## config.mk

```make
export PLATFORM = sky130hd
export DESIGN_NAME = sram_arbiter_flat
export DESIGN_NICKNAME = d
export VERILOG_FILES = /design/src/rtl/sram_arbiter_if.sv /design/src/rtl/sram_arbiter.sv /design/src/flat_wrapper.sv
export SDC_FILE = /design/constraint.sdc
export NUM_CORES = 1
export LEC_CHECK = 0
export CAP_MARGIN = 30
export CELL_PAD_IN_SITES_DETAIL_PLACEMENT = 0
export CELL_PAD_IN_SITES_GLOBAL_PLACEMENT = 1
export CORE_MARGIN = 4
export CORE_UTILIZATION = 40
export CTS_CLUSTER_DIAMETER = 40
export CTS_CLUSTER_SIZE = 8
export DETAILED_ROUTE_END_ITERATION = 16
export PLACE_DENSITY = 0.84
export SYNTH_ARGS = -nofsm -noshare
export SYNTH_HDL_FRONTEND = slang
export SYNTH_SLANG_ARGS = --single-unit
```

## constraint.sdc

```tcl
create_clock -name avm_clk -period 3.27 [get_ports avm_clk]
set_clock_uncertainty 0.15 [all_clocks]
set_input_delay 0.654 -clock avm_clk [delete_from_list [all_inputs] [get_ports avm_clk]]
set_output_delay 0.654 -clock avm_clk [all_outputs]
set_load 0.02 [all_outputs]
```

## src/rtl/sram_arbiter_if.sv

```systemverilog
// -----------------------------------------------------------------------------
// sram_arbiter_if
//
// Groups every non-clock/reset signal of the frame-buffer SRAM arbiter.
//
//   Client side : rd_req/rd_addr -> rd_data/rd_valid (display scan-out)
//                 wr_req/wr_addr/wr_data -> wr_ready (image loader)
//                 o_idle (write path fully drained)
//   SRAM side   : sram_addr, sram_dq_o, sram_dq_oe, sram_dq_i and the
//                 active-low strobes ce/oe/we/lb/ub. The DQ tristate lives
//                 at the top level, so DQ is split into in/out/enable.
//
// Modports:
//   slave  - the arbiter itself
//   master - the surrounding system (clients plus the SRAM pad logic)
// -----------------------------------------------------------------------------
interface sram_arbiter_if #(
  parameter int ADDR_W = 20,
  parameter int DATA_W = 16
);

  logic              rd_req;
  logic [ADDR_W-1:0] rd_addr;
  logic [DATA_W-1:0] rd_data;
  logic              rd_valid;

  logic              wr_req;
  logic [ADDR_W-1:0] wr_addr;
  logic [DATA_W-1:0] wr_data;
  logic              wr_ready;

  logic              o_idle;

  logic [ADDR_W-1:0] sram_addr;
  logic [DATA_W-1:0] sram_dq_o;
  logic              sram_dq_oe;
  logic [DATA_W-1:0] sram_dq_i;
  logic              sram_ce_n;
  logic              sram_oe_n;
  logic              sram_we_n;
  logic              sram_lb_n;
  logic              sram_ub_n;

  modport slave (
    input  rd_req, rd_addr, wr_req, wr_addr, wr_data, sram_dq_i,
    output rd_data, rd_valid, wr_ready, o_idle,
    output sram_addr, sram_dq_o, sram_dq_oe,
    output sram_ce_n, sram_oe_n, sram_we_n, sram_lb_n, sram_ub_n
  );

  modport master (
    output rd_req, rd_addr, wr_req, wr_addr, wr_data, sram_dq_i,
    input  rd_data, rd_valid, wr_ready, o_idle,
    input  sram_addr, sram_dq_o, sram_dq_oe,
    input  sram_ce_n, sram_oe_n, sram_we_n, sram_lb_n, sram_ub_n
  );

endinterface

```

## src/rtl/sram_arbiter.sv

```systemverilog
// -----------------------------------------------------------------------------
// sram_arbiter
//
// Shares one asynchronous 1Mx16 frame-buffer SRAM between a hard real-time
// display read port and a buffered pixel write port.
//
//   - Reads always win and have a fixed 2-cycle latency
//     (request in N, SRAM read strobes in N+1, rd_valid/rd_data in N+2).
//   - Writes are queued in a FIFO_DEPTH-entry FIFO and drained into slots
//     where no read is requested. Writes may starve under continuous reads;
//     the loader simply stalls on wr_ready until blanking frees the bus.
//   - Every SRAM-facing output is registered; the slot chosen in cycle N is
//     what the SRAM sees during cycle N+1.
//
// Ports:
//   avm_clk  - single clock, rising edge
//   avm_rst  - synchronous, active-high reset (flushes FIFO, drops reads)
//   bus      - sram_arbiter_if.slave: client read/write ports, o_idle and the
//              split SRAM bus (addr, dq_o/dq_oe/dq_i, active-low strobes)
//
// Parameters:
//   FIFO_DEPTH - write FIFO entries, power of two, >= 2
//   ADDR_W     - SRAM word address width
//   DATA_W     - SRAM data width
// -----------------------------------------------------------------------------
module sram_arbiter #(
  parameter int FIFO_DEPTH = 4,
  parameter int ADDR_W     = 20,
  parameter int DATA_W     = 16
) (
  input logic           avm_clk,
  input logic           avm_rst,
  sram_arbiter_if.slave bus
);

  localparam int PTR_W = $clog2(FIFO_DEPTH);
  localparam int CNT_W = $clog2(FIFO_DEPTH + 1);
  localparam logic [CNT_W-1:0] FULL_CNT = CNT_W'(FIFO_DEPTH);

  // Which operation the SRAM bus is carrying during the current cycle.
  typedef enum logic [1:0] {
    S_IDLE,
    S_READ,
    S_WRITE
  } slot_t;

  typedef struct packed {
    logic [ADDR_W-1:0] addr;
    logic [DATA_W-1:0] data;
  } wr_entry_t;

  wr_entry_t        fifo_mem [FIFO_DEPTH];
  logic [PTR_W-1:0] wr_ptr;
  logic [PTR_W-1:0] rd_ptr;
  logic [CNT_W-1:0] count;
  slot_t            slot;

  logic             fifo_empty;
  logic             push;
  logic             pop;
  wr_entry_t        head;

  assign fifo_empty = (count == '0);
  assign head       = fifo_mem[rd_ptr];

  // Readiness depends only on the registered count, so a full FIFO refuses a
  // push even when a pop happens in the same cycle.
  assign bus.wr_ready = (count != FULL_CNT) && !avm_rst;
  assign push         = bus.wr_req && bus.wr_ready;

  // A pop steals the slot only when no read is asking for it. Because the
  // count is registered, an entry pushed this cycle is not yet visible here.
  assign pop = !bus.rd_req && !fifo_empty && !avm_rst;

  assign bus.o_idle = fifo_empty && (slot != S_WRITE);

  // NOTE: the FIFO storage has no reset; pointers and count define which
  // entries are meaningful, so clearing the array would only cost logic.
  always_ff @(posedge avm_clk) begin
    if (push) begin
      fifo_mem[wr_ptr] <= '{addr: bus.wr_addr, data: bus.wr_data};
    end
  end

  // NOTE: all sequential state uses non-blocking assignments so every
  // register samples the pre-edge values regardless of statement order.
  always_ff @(posedge avm_clk) begin
    if (avm_rst) begin
      wr_ptr <= '0;
      rd_ptr <= '0;
      count  <= '0;
    end else begin
      if (push) wr_ptr <= wr_ptr + PTR_W'(1);
      if (pop)  rd_ptr <= rd_ptr + PTR_W'(1);
      if (push && !pop) begin
        count <= count + CNT_W'(1);
      end else if (pop && !push) begin
        count <= count - CNT_W'(1);
      end
    end
  end

  // Slot scheduler with registered SRAM bus and read capture. The state is
  // the slot currently on the bus; its outputs are the SRAM strobes.
  always_ff @(posedge avm_clk) begin
    if (avm_rst) begin
      slot           <= S_IDLE;
      bus.sram_addr  <= '0;
      bus.sram_dq_o  <= '0;
      bus.sram_dq_oe <= 1'b0;
      bus.sram_ce_n  <= 1'b1;
      bus.sram_oe_n  <= 1'b1;
      bus.sram_we_n  <= 1'b1;
      bus.sram_lb_n  <= 1'b1;
      bus.sram_ub_n  <= 1'b1;
      bus.rd_valid   <= 1'b0;
      bus.rd_data    <= '0;
    end else begin
      // Data of a read slot is taken at the end of that slot, which fixes
      // the total read latency at two cycles.
      bus.rd_valid <= (slot == S_READ);
      if (slot == S_READ) begin
        bus.rd_data <= bus.sram_dq_i;
      end

      if (bus.rd_req) begin
        slot           <= S_READ;
        bus.sram_addr  <= bus.rd_addr;
        bus.sram_dq_oe <= 1'b0;
        bus.sram_ce_n  <= 1'b0;
        bus.sram_oe_n  <= 1'b0;
        bus.sram_we_n  <= 1'b1;
        bus.sram_lb_n  <= 1'b0;
        bus.sram_ub_n  <= 1'b0;
      end else if (pop) begin
        slot           <= S_WRITE;
        bus.sram_addr  <= head.addr;
        bus.sram_dq_o  <= head.data;
        bus.sram_dq_oe <= 1'b1;
        bus.sram_ce_n  <= 1'b0;
        bus.sram_oe_n  <= 1'b1;
        bus.sram_we_n  <= 1'b0;
        bus.sram_lb_n  <= 1'b0;
        bus.sram_ub_n  <= 1'b0;
      end else begin
        // Address and write data hold their last values while idle.
        slot           <= S_IDLE;
        bus.sram_dq_oe <= 1'b0;
        bus.sram_ce_n  <= 1'b1;
        bus.sram_oe_n  <= 1'b1;
        bus.sram_we_n  <= 1'b1;
        bus.sram_lb_n  <= 1'b1;
        bus.sram_ub_n  <= 1'b1;
      end
    end
  end

endmodule
```

## src/flat_wrapper.sv

```systemverilog
// flat-port wrapper written by rule: the top's interface ports become plain ports
module sram_arbiter_flat 
#(
  parameter int FIFO_DEPTH = 4,
  parameter int ADDR_W     = 20,
  parameter int DATA_W     = 16
)
  (avm_clk, avm_rst, bus_rd_req, bus_rd_addr, bus_wr_req, bus_wr_addr, bus_wr_data, bus_sram_dq_i, bus_rd_data, bus_rd_valid, bus_wr_ready, bus_o_idle, bus_sram_addr, bus_sram_dq_o, bus_sram_dq_oe, bus_sram_ce_n, bus_sram_oe_n, bus_sram_we_n, bus_sram_lb_n, bus_sram_ub_n);
  sram_arbiter_if #(.ADDR_W(ADDR_W), .DATA_W(DATA_W)) bus_i ();
  input logic avm_clk;
  input logic avm_rst;
  input wire logic [$bits(bus_i.rd_req)-1:0] bus_rd_req;
  input wire logic [$bits(bus_i.rd_addr)-1:0] bus_rd_addr;
  input wire logic [$bits(bus_i.wr_req)-1:0] bus_wr_req;
  input wire logic [$bits(bus_i.wr_addr)-1:0] bus_wr_addr;
  input wire logic [$bits(bus_i.wr_data)-1:0] bus_wr_data;
  input wire logic [$bits(bus_i.sram_dq_i)-1:0] bus_sram_dq_i;
  output wire logic [$bits(bus_i.rd_data)-1:0] bus_rd_data;
  output wire logic [$bits(bus_i.rd_valid)-1:0] bus_rd_valid;
  output wire logic [$bits(bus_i.wr_ready)-1:0] bus_wr_ready;
  output wire logic [$bits(bus_i.o_idle)-1:0] bus_o_idle;
  output wire logic [$bits(bus_i.sram_addr)-1:0] bus_sram_addr;
  output wire logic [$bits(bus_i.sram_dq_o)-1:0] bus_sram_dq_o;
  output wire logic [$bits(bus_i.sram_dq_oe)-1:0] bus_sram_dq_oe;
  output wire logic [$bits(bus_i.sram_ce_n)-1:0] bus_sram_ce_n;
  output wire logic [$bits(bus_i.sram_oe_n)-1:0] bus_sram_oe_n;
  output wire logic [$bits(bus_i.sram_we_n)-1:0] bus_sram_we_n;
  output wire logic [$bits(bus_i.sram_lb_n)-1:0] bus_sram_lb_n;
  output wire logic [$bits(bus_i.sram_ub_n)-1:0] bus_sram_ub_n;
  assign bus_i.rd_req = bus_rd_req;
  assign bus_i.rd_addr = bus_rd_addr;
  assign bus_i.wr_req = bus_wr_req;
  assign bus_i.wr_addr = bus_wr_addr;
  assign bus_i.wr_data = bus_wr_data;
  assign bus_i.sram_dq_i = bus_sram_dq_i;
  assign bus_rd_data = bus_i.rd_data;
  assign bus_rd_valid = bus_i.rd_valid;
  assign bus_wr_ready = bus_i.wr_ready;
  assign bus_o_idle = bus_i.o_idle;
  assign bus_sram_addr = bus_i.sram_addr;
  assign bus_sram_dq_o = bus_i.sram_dq_o;
  assign bus_sram_dq_oe = bus_i.sram_dq_oe;
  assign bus_sram_ce_n = bus_i.sram_ce_n;
  assign bus_sram_oe_n = bus_i.sram_oe_n;
  assign bus_sram_we_n = bus_i.sram_we_n;
  assign bus_sram_lb_n = bus_i.sram_lb_n;
  assign bus_sram_ub_n = bus_i.sram_ub_n;
  sram_arbiter #(.FIFO_DEPTH(FIFO_DEPTH), .ADDR_W(ADDR_W), .DATA_W(DATA_W)) u_core (.avm_clk(avm_clk), .avm_rst(avm_rst), .bus(bus_i));
endmodule
```

### After elaboration in Yosys (flattened, before gate mapping)

Memory sizes are Yosys's and may differ from the RTL's. A register that Yosys moved wholly into a read port is not among the register bits.
Index checks and enable logic that the tools add are counted.

* register bits after elaboration: 66
* memory bits (writable): 144
* output and inout port bits: 61
* logic and storage cells: 53
* memories: 1

* add/subtract/negate cells: 4
* equality and inequality tests: 3
* muxes and demuxes: 14
* bitwise operators: 1
* reductions and logical operators: 17

Memory list
* u_core.fifo_mem: words 4, bits a word 36, read ports 1, clocked after Yosys merged registers in 1, write ports 1, RTL line sram_arbiter.sv:52 `wr_entry_t fifo_mem [FIFO_DEPTH];`

Operator list (number)
* $mux 20: 2
* $logic_and 1x1->1: 7
* $mux 1: 7
* $mux 2: 3
* $mux 3: 2
* $logic_not 1->1: 5
* $add 2x1->2 const B: 2
* $reduce_bool 2->1: 2
* $add 3x1->3 const B: 1
* $logic_not 3->1: 1
* $ne 3x3->1 const B: 1
* $sub 3x1->3 const B: 1
* $eq 2x1->1 const B: 1
* $ne 2x2->1 const B: 1
* $reduce_and 2->1: 1
* $reduce_or 2->1: 1
* $not 1->1: 1

### Depth between registers and ports, before layout

Gate-level depths: netlist (run 1).

* word-level depth: 7
* mapped depth: 11

### Least setup slack after synthesis (run 1)

OpenSTA, ideal clock, no wires.

* path type: register to register
* start: register u_core.count[0]
* end: register u_core.count[2]
* library setup time: 0.071 ns
* arrival time: 2.356 ns
* path slack: 0.693 ns
* cell stages (with the launch flop): 12
* clock period less this slack: 2.577 ns
* path through: dfxtp_1 > nor3_1 > nor3_1 > buf_2 > buf_2 > inv_1 > ha_1 > inv_1 > fa_1 > xor2_1 > or3_1 > a21oi_1

* word-level cells in the longest chain between the ends: 7
* elaborated cells on any way between the ends: 16
* classes of those cells: 2 x add/sub; 1 x eq/ne; 2 x mux; 11 x reduce/logical

Ends and longest elaborated chain
* start, declared: RTL line sram_arbiter.sv:55 `logic [CNT_W-1:0] count;`
* start signal, assigned: RTL line sram_arbiter.sv:96 `count <= count + CNT_W'(1);`
* start signal, assigned: RTL line sram_arbiter.sv:98 `count <= count - CNT_W'(1);`
* parallel branches: the longest is 7 deep, another holds $sub 3x1->3

Parallel ways; which one is timed is not known. The select of a mux whose other input is x is not followed.
A chain may end at the register's enable or synchronous reset.

### Final worst setup path (run 1)

* start: register u_core.count[0]
* end: output port bus_o_idle

* word-level cells in the longest chain between the ends: 2

Ends and longest elaborated chain
* $logic_not 3->1: RTL line sram_arbiter.sv:63 `assign fifo_empty = (count == '0);`
* $logic_and 1x1->1: RTL line sram_arbiter.sv:75 `assign bus.o_idle = fifo_empty && (slot != S_WRITE);`
* end, declared: RTL line flat_wrapper.sv:21 `output wire logic [$bits(bus_i.o_idle)-1:0] bus_o_idle;`

Every way passes these cells.

==> results of run 1 <==
## path summary, 6_finish.rpt
check             depth (start not counted)  slack, ns                     end
setup / recovery                          3       0.36              bus_o_idle
hold / removal                            2       0.31  u_core.bus.rd_data[10]
setup reg to reg                          9       0.80         u_core.count[2]
hold reg to reg                           2       0.31  u_core.bus.rd_data[10]
## cell type report
cell class	instances	area, um2	area share, %
repair buffers	149	1530	14.6
multi-input cells	184	1870	17.9
flip-flops and latches	211	5670	54.1
clock buffers	54	967	9.23
clock inverters	7	75.1	0.717
well taps	260	325	3.11
diodes	1	2.50	0.0239
inverters	8	30.0	0.287
## cells in the mapped netlist, drive strengths merged, types with 3 or more instances
library cell	n
a21oi	21
a221o	20
a22o	16
and2	24
buf	16
clkbuf	10
dfxtp	67
edfxtp	144
ha	5
inv	8
mux4	36
nand2	32
nor2	6
nor2b	3
nor3	3
or3	3
## report_power, final
| group | total [mW] | internal, mW | switching, mW | leakage, nW |
|---|---|---|---|---|
| Clock | 3.24 | 2.05 | 1.19 | 0.499 |
| Combinational | 1.49 | 0.778 | 0.716 | 1.22 |
| Sequential | 3.33 | 3.15 | 0.177 | 1.86 |
## flip-flops by register name (all words and copies together), names as in the netlist, named ones only
signal	cells
u_core.slot	2
u_core.bus.sram_dq_o	16
u_core.bus.sram_addr	20
u_core.bus.sram_lb_n	1
u_core.fifo_mem	144
u_core.wr_ptr	2
u_core.bus.sram_we_n	1
u_core.bus.rd_valid	1
u_core.count	3
u_core.rd_ptr	2
u_core.bus.sram_oe_n	1
u_core.bus.rd_data	16
## worst reg2reg max path: stages, from the launching register on
cell and delay (ns):
dfxtp_1 0.36, nor3_1 0.42, nor3_2 0.08, inv_1 0.07, ha_1 0.18, inv_1 0.07, fa_1 0.44, xor2_1 0.18
or3_1 0.31, a21oi_1 0.15
## layer usage
metal / track usage (%) / routed length (um)
met3: 4.90 / 1250
met2: 26.0 / 8190
met4: 6.20 / 415
met1: 18.0 / 6440
met5: 0 / 0
## logic make-up (layout without fill, tap and decap cells)
kind of cell	after synthesis	after routing	synth area share, %
AOI/OAI and AO/OA	60	60	6.15
and+or+nand+nor	76	76	5.09
DFF	211	211	73.4
buffers and inverters	34	218	2.55
other	0	1	0
adders and majority gates	6	6	1.07
xor gates and xnor gates	2	2	0.227
muxes	40	40	11.5
## stage by stage
stage | hold WS [ns] | cell area, um2 | std cells | utilization [%] | total power, mW
floorplan | 0.325 | 7720 | 429 | - | 4.26
global placement | 0.292 | 9420 | 811 | 50.0 | 4.85
detailed placement | 0.301 | 9430 | 812 | 50.1 | 4.89
CTS | 0.308 | 10500 | 873 | 55.6 | 8.17
global route | 0.337 | 10500 | 874 | 55.6 | 8.41
finish | 0.306 | 10500 | 874 | 55.6 | 8.06
==> run metrics, run 1 <==
WS Path Type=flip-flop to primary output; Post-synth EDFFs=144; LEAKAGE=3.58 nW; Crit. Startpoint=u_core.count[0]; mean post-synth cell area=18.0 um2; syn nets=511; port bufs=136; synthesized area=0.00772 mm2; maximum clock frequency=343 MHz; Reg-to-Reg Start=u_core.count[0]; WP data required=2.47 ns; DR iter-0 viols=227; Worst Tran Pin Value=0.865 ns; Synth top area share=56.0%; gr usage total=15.3%; WP data arrival=2.11 ns; max_slew headroom=42.4%; CP peak stage delay=0.63 ns; Post-CTS Setup Bufs=0; Setup crit end kind=primary output; H-tree lvl count=2; DR WL/cell=18.6 um; Num CTS Buffers=35; CP cell instances=or3_4, a21oi_1, clkdlybuf4s50_1; maximum VDD drop=0.574 mV; Hold WC Path Type=flip-flop to flip-flop; row count=50; most common cell after layout, fill and taps aside=edfxtp_1; post-synthesis cell type count=34; status=completed; DR vias/cell=4.99; Max-Cap Viols=0; top cell type by total area after synthesis=edfxtp_1; Syn-to-layout area delta=35.8%; commonest non-fill, non-tap cells in the layout=edfxtp_1 (144), clkdlybuf4s50_1 (136), dfxtp_1 (65); Max Root-Sink Buffers=3; Tcrit/Tclk final=89.1%; DRC violations left=0; fin. max-slew vios=0; Clock Latency Late Sink=0.50 ns; core area=0.0188 mm2; CTS sink cnt=211; async set-or-reset flop fraction in the synthesized netlist=0%; CTS tree=done; setup_tns=0 ns; Top Ports=137; worst setup margin=0.358 ns; CP top delay family=buffers and inverters; Synthesis Warnings=0; Final #Nets=671; count of final setup violators=0; GRT overflow=0; post-CTS resize count=0; Hold-fix buffers, CTS=0; hold path startpoint=u_core.bus.rd_data[10]; flops & latches, synth=211; first-pass GRT wire length=25800 um; full die area=0.0216 mm2; number of global-route vias before repair=4815; die span in y=147 um; chip width=147 um; Initial Utilization=41.0%; largest net degree at the start of global routing=39; crit path max fanout=5; Routed Wire Length=16300 um; drt first pass iters=4; Routed Antenna Nets=0; Post-Synthesis Cells=429; min cycle time layout=2.91 ns; FILL cells=1484; layout cell share with drive strength beyond 1=16.0%; via count=4361; top post-synthesis cells by area=edfxtp_1 (56%), dfxtp_1 (17%), mux4_2 (7.9%), mux4_1 (3.1%), a221o_1 (2.6%); Setup crit start kind=flip-flop; clk root buf=clkbuf_16; final count of hold timing violations=0; Main synth FF type=edfxtp_1; initial antenna violation count=1; placer congestion estimate=0.713; CP bufs+invs=1; CTS clk-pin slew, worst paths=0.05 ns; hpwl dp=10200 um; slowest CP cell=clkdlybuf4s50_1; PD cells=770 mW/mm2; post-synthesis sequential area ratio=73.4%; RSZ-0062 raised after global routing=false; pre-CTS setup slack=0.246 ns
(Power assumes the default switching activity.)
==> inputs of run 2 (changes only) <==
PLACE_DENSITY = 0.78   (was 0.84)
==> run metrics, run 2 (synthesized netlist as in run 1, its figures left out) <==
status=completed; slowest CP cell=clkdlybuf4s50_1; combinational power share=18.3%; Crit. Startpoint=u_core.count[0]; hpwl dp=10100 um; register with the most flip-flops=u_core.fifo_mem; largest net degree at the start of global routing=39; PnR Total Power=8.08 mW; commonest non-fill, non-tap cells in the layout=edfxtp_1 (144), clkdlybuf4s50_1 (136), dfxtp_1 (65); gr usage total=14.8%; fin. max-slew vios=0; Max Root-Sink Buffers=3; LEAKAGE=3.59 nW; PD cells=771 mW/mm2; DR vias/cell=4.92; Clock Latency Late Sink=0.49 ns; WP data arrival=2.08 ns; Setup crit start kind=flip-flop; maximum clock frequency=347 MHz; most common cell after layout, fill and taps aside=edfxtp_1; initial antenna violation count=0; number of global-route vias before repair=4789; CTS sink cnt=211; ANT cells=0; Hold-fix buffers, CTS=0; Top Registers=u_core.fifo_mem: 144 flops, u_core.bus.sram_addr: 20 flops; Max-Cap Viols=0; Seq pwr share=41.2%; Post-CTS Setup Bufs=0; Syn-to-layout area delta=35.9%; WP data required=2.47 ns; crit path to=bus_o_idle; layout cell share with drive strength beyond 1=15.9%; Routed Wire Length=16100 um; GRT overflow=0; critical path depth in cells=3; CP peak stage delay=0.64 ns; DP Area=0.00942 mm2; Tcrit/Tclk final=88.2%; clock share of power=40.5%; count of final setup violators=0; Worst Tran Pin Value=0.974 ns; CP cell instances=or3_4, a21oi_1, clkdlybuf4s50_1; H-tree lvl count=2; chip width=147 um; first-pass GRT wire length=25300 um; crit path max fanout=5; DR iter-0 viols=197; CTS clk-pin slew, worst paths=0.05 ns; Final #Nets=668; core area=0.0188 mm2; Routed Antenna Nets=0; max_slew headroom=34.9%; Net Sw Power=2.02 mW; final instance area=0.0105 mm2; worst reg2reg path endpoint=u_core.count[2]; Top Ports=137; worst hold slack=0.306 ns; row count=50; DRC violations left=0; number of flip-flops in the largest register=144; setup_tns=0 ns; Initial Utilization=41.0%; Int Pwr=6.06 mW; worst reg-to-reg setup slack=0.72 ns; WS Path Type=flip-flop to primary output; placer congestion estimate=0.745; die span in y=147 um; Net Sw Frac=25.0%; RSZ-0062 raised after global routing=false; Num CTS Buffers=34; Setup crit end kind=primary output; final count of hold timing violations=0; Hold WC Path Type=flip-flop to flip-flop; maximum VDD drop=0.485 mV; via count=4289; full die area=0.0216 mm2; drt first pass iters=4; CTS tree=done; DR WL/cell=18.5 um; min cycle time layout=2.88 ns; port bufs=136; path depth of the worst reg2reg path=9; clk root buf=clkbuf_16; post-CTS resize count=0; CP bufs+invs=1; CP top delay family=buffers and inverters; Reg-to-Reg Start=u_core.count[0]
==> run 2: power groups by stage <==
stage	Clock [mW]	Combinational [mW]	Sequential, mW
finish	3.27	1.48	3.33
global route	3.47	1.59	3.37
CTS	3.35	1.51	3.34
detailed placement	0	1.51	3.38
global placement	0	1.48	3.37
floorplan	0	0.800	3.46
==> run 2: worst register-to-register path, cell delays in order, from the launching register on <==
cell and delay, ns:
dfxtp_1 0.36, nor3_1 0.44, nor3_2 0.09, inv_1 0.07, ha_1 0.18, inv_1 0.08, fa_1 0.45, xor2_1 0.20
or3_1 0.32, a21oi_1 0.14
==> run 2: stage by stage <==
step | worst slack, ns | util, % | instances
2_1_floorplan | 0.693 | - | 429
3_3_place_gp | 0.383 | 50.0 | 810
3_5_place_dp | 0.258 | 50.0 | 810
4_1_cts | 0.356 | 55.7 | 871
5_1_grt | 0.311 | 55.7 | 871
6_report | 0.387 | 55.7 | 871
==> run 2: final cells by class <==
cell class,count,area (um2)
inverters,8,30.0
repair buffers,147,1520
fillers,1465,8350
well taps,260,325
clock buffers,58,1030
flip-flops and latches,211,5670
clock inverters,3,36.3
multi-input cells,184,1870
==> run 2: worst min-delay path by stage <==
stage | start | endpoint | slack, ns | cells past startpoint
final | u_core.bus.rd_data[1] | u_core.bus.rd_data[1] | 0.31 | 2
after global routing | u_core.bus.rd_data[9] | u_core.bus.rd_data[9] | 0.33 | 2
after global placement | u_core.bus.rd_data[6] | u_core.bus.rd_data[6] | 0.29 | 2
after detailed placement | u_core.bus.rd_data[12] | u_core.bus.rd_data[12] | 0.30 | 2
after floorplan | u_core.wr_ptr[0] | u_core.wr_ptr[0] | 0.33 | 1
after CTS | u_core.bus.rd_data[12] | u_core.bus.rd_data[12] | 0.31 | 2
==> run 2: routing by layer <==
layer	up-vias	GRT usage [%]	wire length [um]
met5	-	0	0
met4	0	5.13	311
met3	26	4.94	1300
met2	149	24.8	7820
met1	2115	18.2	6660
li1	1999	-	-
==> inputs of run 3 (changes only) <==
HOLD_SLACK_MARGIN = 0.06   (was not set)
PLACE_DENSITY = not set   (was 0.78)
PLACE_DENSITY_LB_ADDON = 0.1   (was not set)
==> run metrics, run 3 (synthesized netlist as in run 1, its figures left out) <==
setup_tns=0 ns; Hold-fix buffers, CTS=0; Crit. Startpoint=u_core.count[0]; CTS clk-pin slew, worst paths=0.05 ns; Top Registers=u_core.fifo_mem: 144 flops, u_core.bus.sram_addr: 20 flops; path depth of the worst reg2reg path=9; via count=4281; CP peak stage delay=0.65 ns; port bufs=136; first-pass GRT wire length=25200 um; Setup crit end kind=primary output; Tcrit/Tclk final=88.4%; LEAKAGE=3.62 nW; crit path max fanout=5; worst reg-to-reg setup slack=0.78 ns; gr usage total=15.0%; DP Area=0.00942 mm2; initial antenna violation count=0; Final #Nets=673; min cycle time layout=2.89 ns; Num CTS Buffers=35; final instance area=0.0105 mm2; core area=0.0188 mm2; maximum clock frequency=346 MHz; commonest non-fill, non-tap cells in the layout=edfxtp_1 (144), clkdlybuf4s50_1 (136), dfxtp_1 (65); full die area=0.0216 mm2; DR WL/cell=18.4 um; Non-Filler Instances=876; Register Area=0.00567 mm2; hpwl dp=9920 um; layout cell share with drive strength beyond 1=16.4%; die span in y=147 um; Routed Wire Length=16100 um; placer congestion estimate=0.704; met2 Usage GRT=25.7%; drt first pass iters=4; WP data required=2.47 ns; FILL cells=1472; number of global-route vias before repair=4559; Clock Latency Late Sink=0.48 ns; Max Root-Sink Buffers=3; Worst Tran Pin Value=0.969 ns; met1 GRT Util=18.2%; Worst Hold Depth=2; maximum VDD drop=0.427 mV; RSZ-0062 raised after global routing=false; worst setup margin=0.378 ns; footprint of the multi-input gates=0.00187 mm2; DR vias/cell=4.89; dpl cells=814; number of flip-flops in the largest register=144; count of final setup violators=0; worst hold slack=0.303 ns; Top Ports=137; clk root buf=clkbuf_16; DR iter-0 viols=110; WP data arrival=2.09 ns; PD cells=775 mW/mm2; register with the most flip-flops=u_core.fifo_mem; grt peak-use layer=met2; DRC violations left=0; PnR Total Power=8.16 mW; CP cell instances=or3_4, a21oi_1, clkdlybuf4s50_1; GRT overflow=0; Max-Cap Viols=0; H-tree lvl count=2; WS Path Type=flip-flop to primary output; Hold WC Path Type=flip-flop to flip-flop; status=completed; pre-CTS setup slack=0.263 ns; GR Util met3=4.23%; Post-CTS Setup Bufs=0; largest net degree at the start of global routing=39; Routed Antenna Nets=0; chip width=147 um; fin. max-slew vios=0; row count=50; slowest CP cell=clkdlybuf4s50_1; CTS sink cnt=211; final count of hold timing violations=0; max_slew headroom=35.2%; Initial Utilization=41.0%; post-CTS resize count=0; worst reg2reg path endpoint=u_core.count[2]; Setup crit start kind=flip-flop; crit path to=bus_o_idle; most common cell after layout, fill and taps aside=edfxtp_1; Reg-to-Reg Start=u_core.count[0]; ANT cells=0; CTS tree=done; hold path startpoint=u_core.bus.rd_data[11]; fin util=55.9%; Syn-to-layout area delta=36.5%
-- run 3: area by class of cell --
type / instances / area share [%]
tap: 260 / 3.09
sequential: 211 / 53.8
clock inverter: 2 / 0.131
clock buffer: 60 / 10.4
timing repair buffer: 151 / 14.5
multi-input combinational: 184 / 17.8
inverter: 8 / 0.285
-- run 3: worst min path at each step --
stage                                   to  slack, ns
floorplan                 u_core.wr_ptr[0]       0.33
global placement     u_core.bus.rd_data[6]       0.29
detailed placement  u_core.bus.rd_data[11]       0.30
CTS                 u_core.bus.rd_data[11]       0.31
global route        u_core.bus.rd_data[12]       0.33
finish              u_core.bus.rd_data[11]       0.30
-- run 3: critical path: cells and delay by family (launching register included) --
family	cells	cell delay, ns
flip-flops	1	0.37
buffers and inverters	1	0.65
AO/OA/AOI/OAI	1	0.13
AND/OR/NAND/NOR	1	0.46
-- run 3: power breakdown --
part	internal [mW]	total [mW]	leakage [nW]	switching, mW
combinational	0.769	1.46	1.23	0.695
sequential	3.15	3.34	1.86	0.188
clock	2.25	3.36	0.538	1.11
-- run 3: routing by layer --
layer | vias to the layer above | share of wire [%]
met2 | 123 | 50
met4 | 0 | 2.4
li1 | 2016 | -
met1 | 2109 | 42
met3 | 33 | 6.1
met5 | - | 0
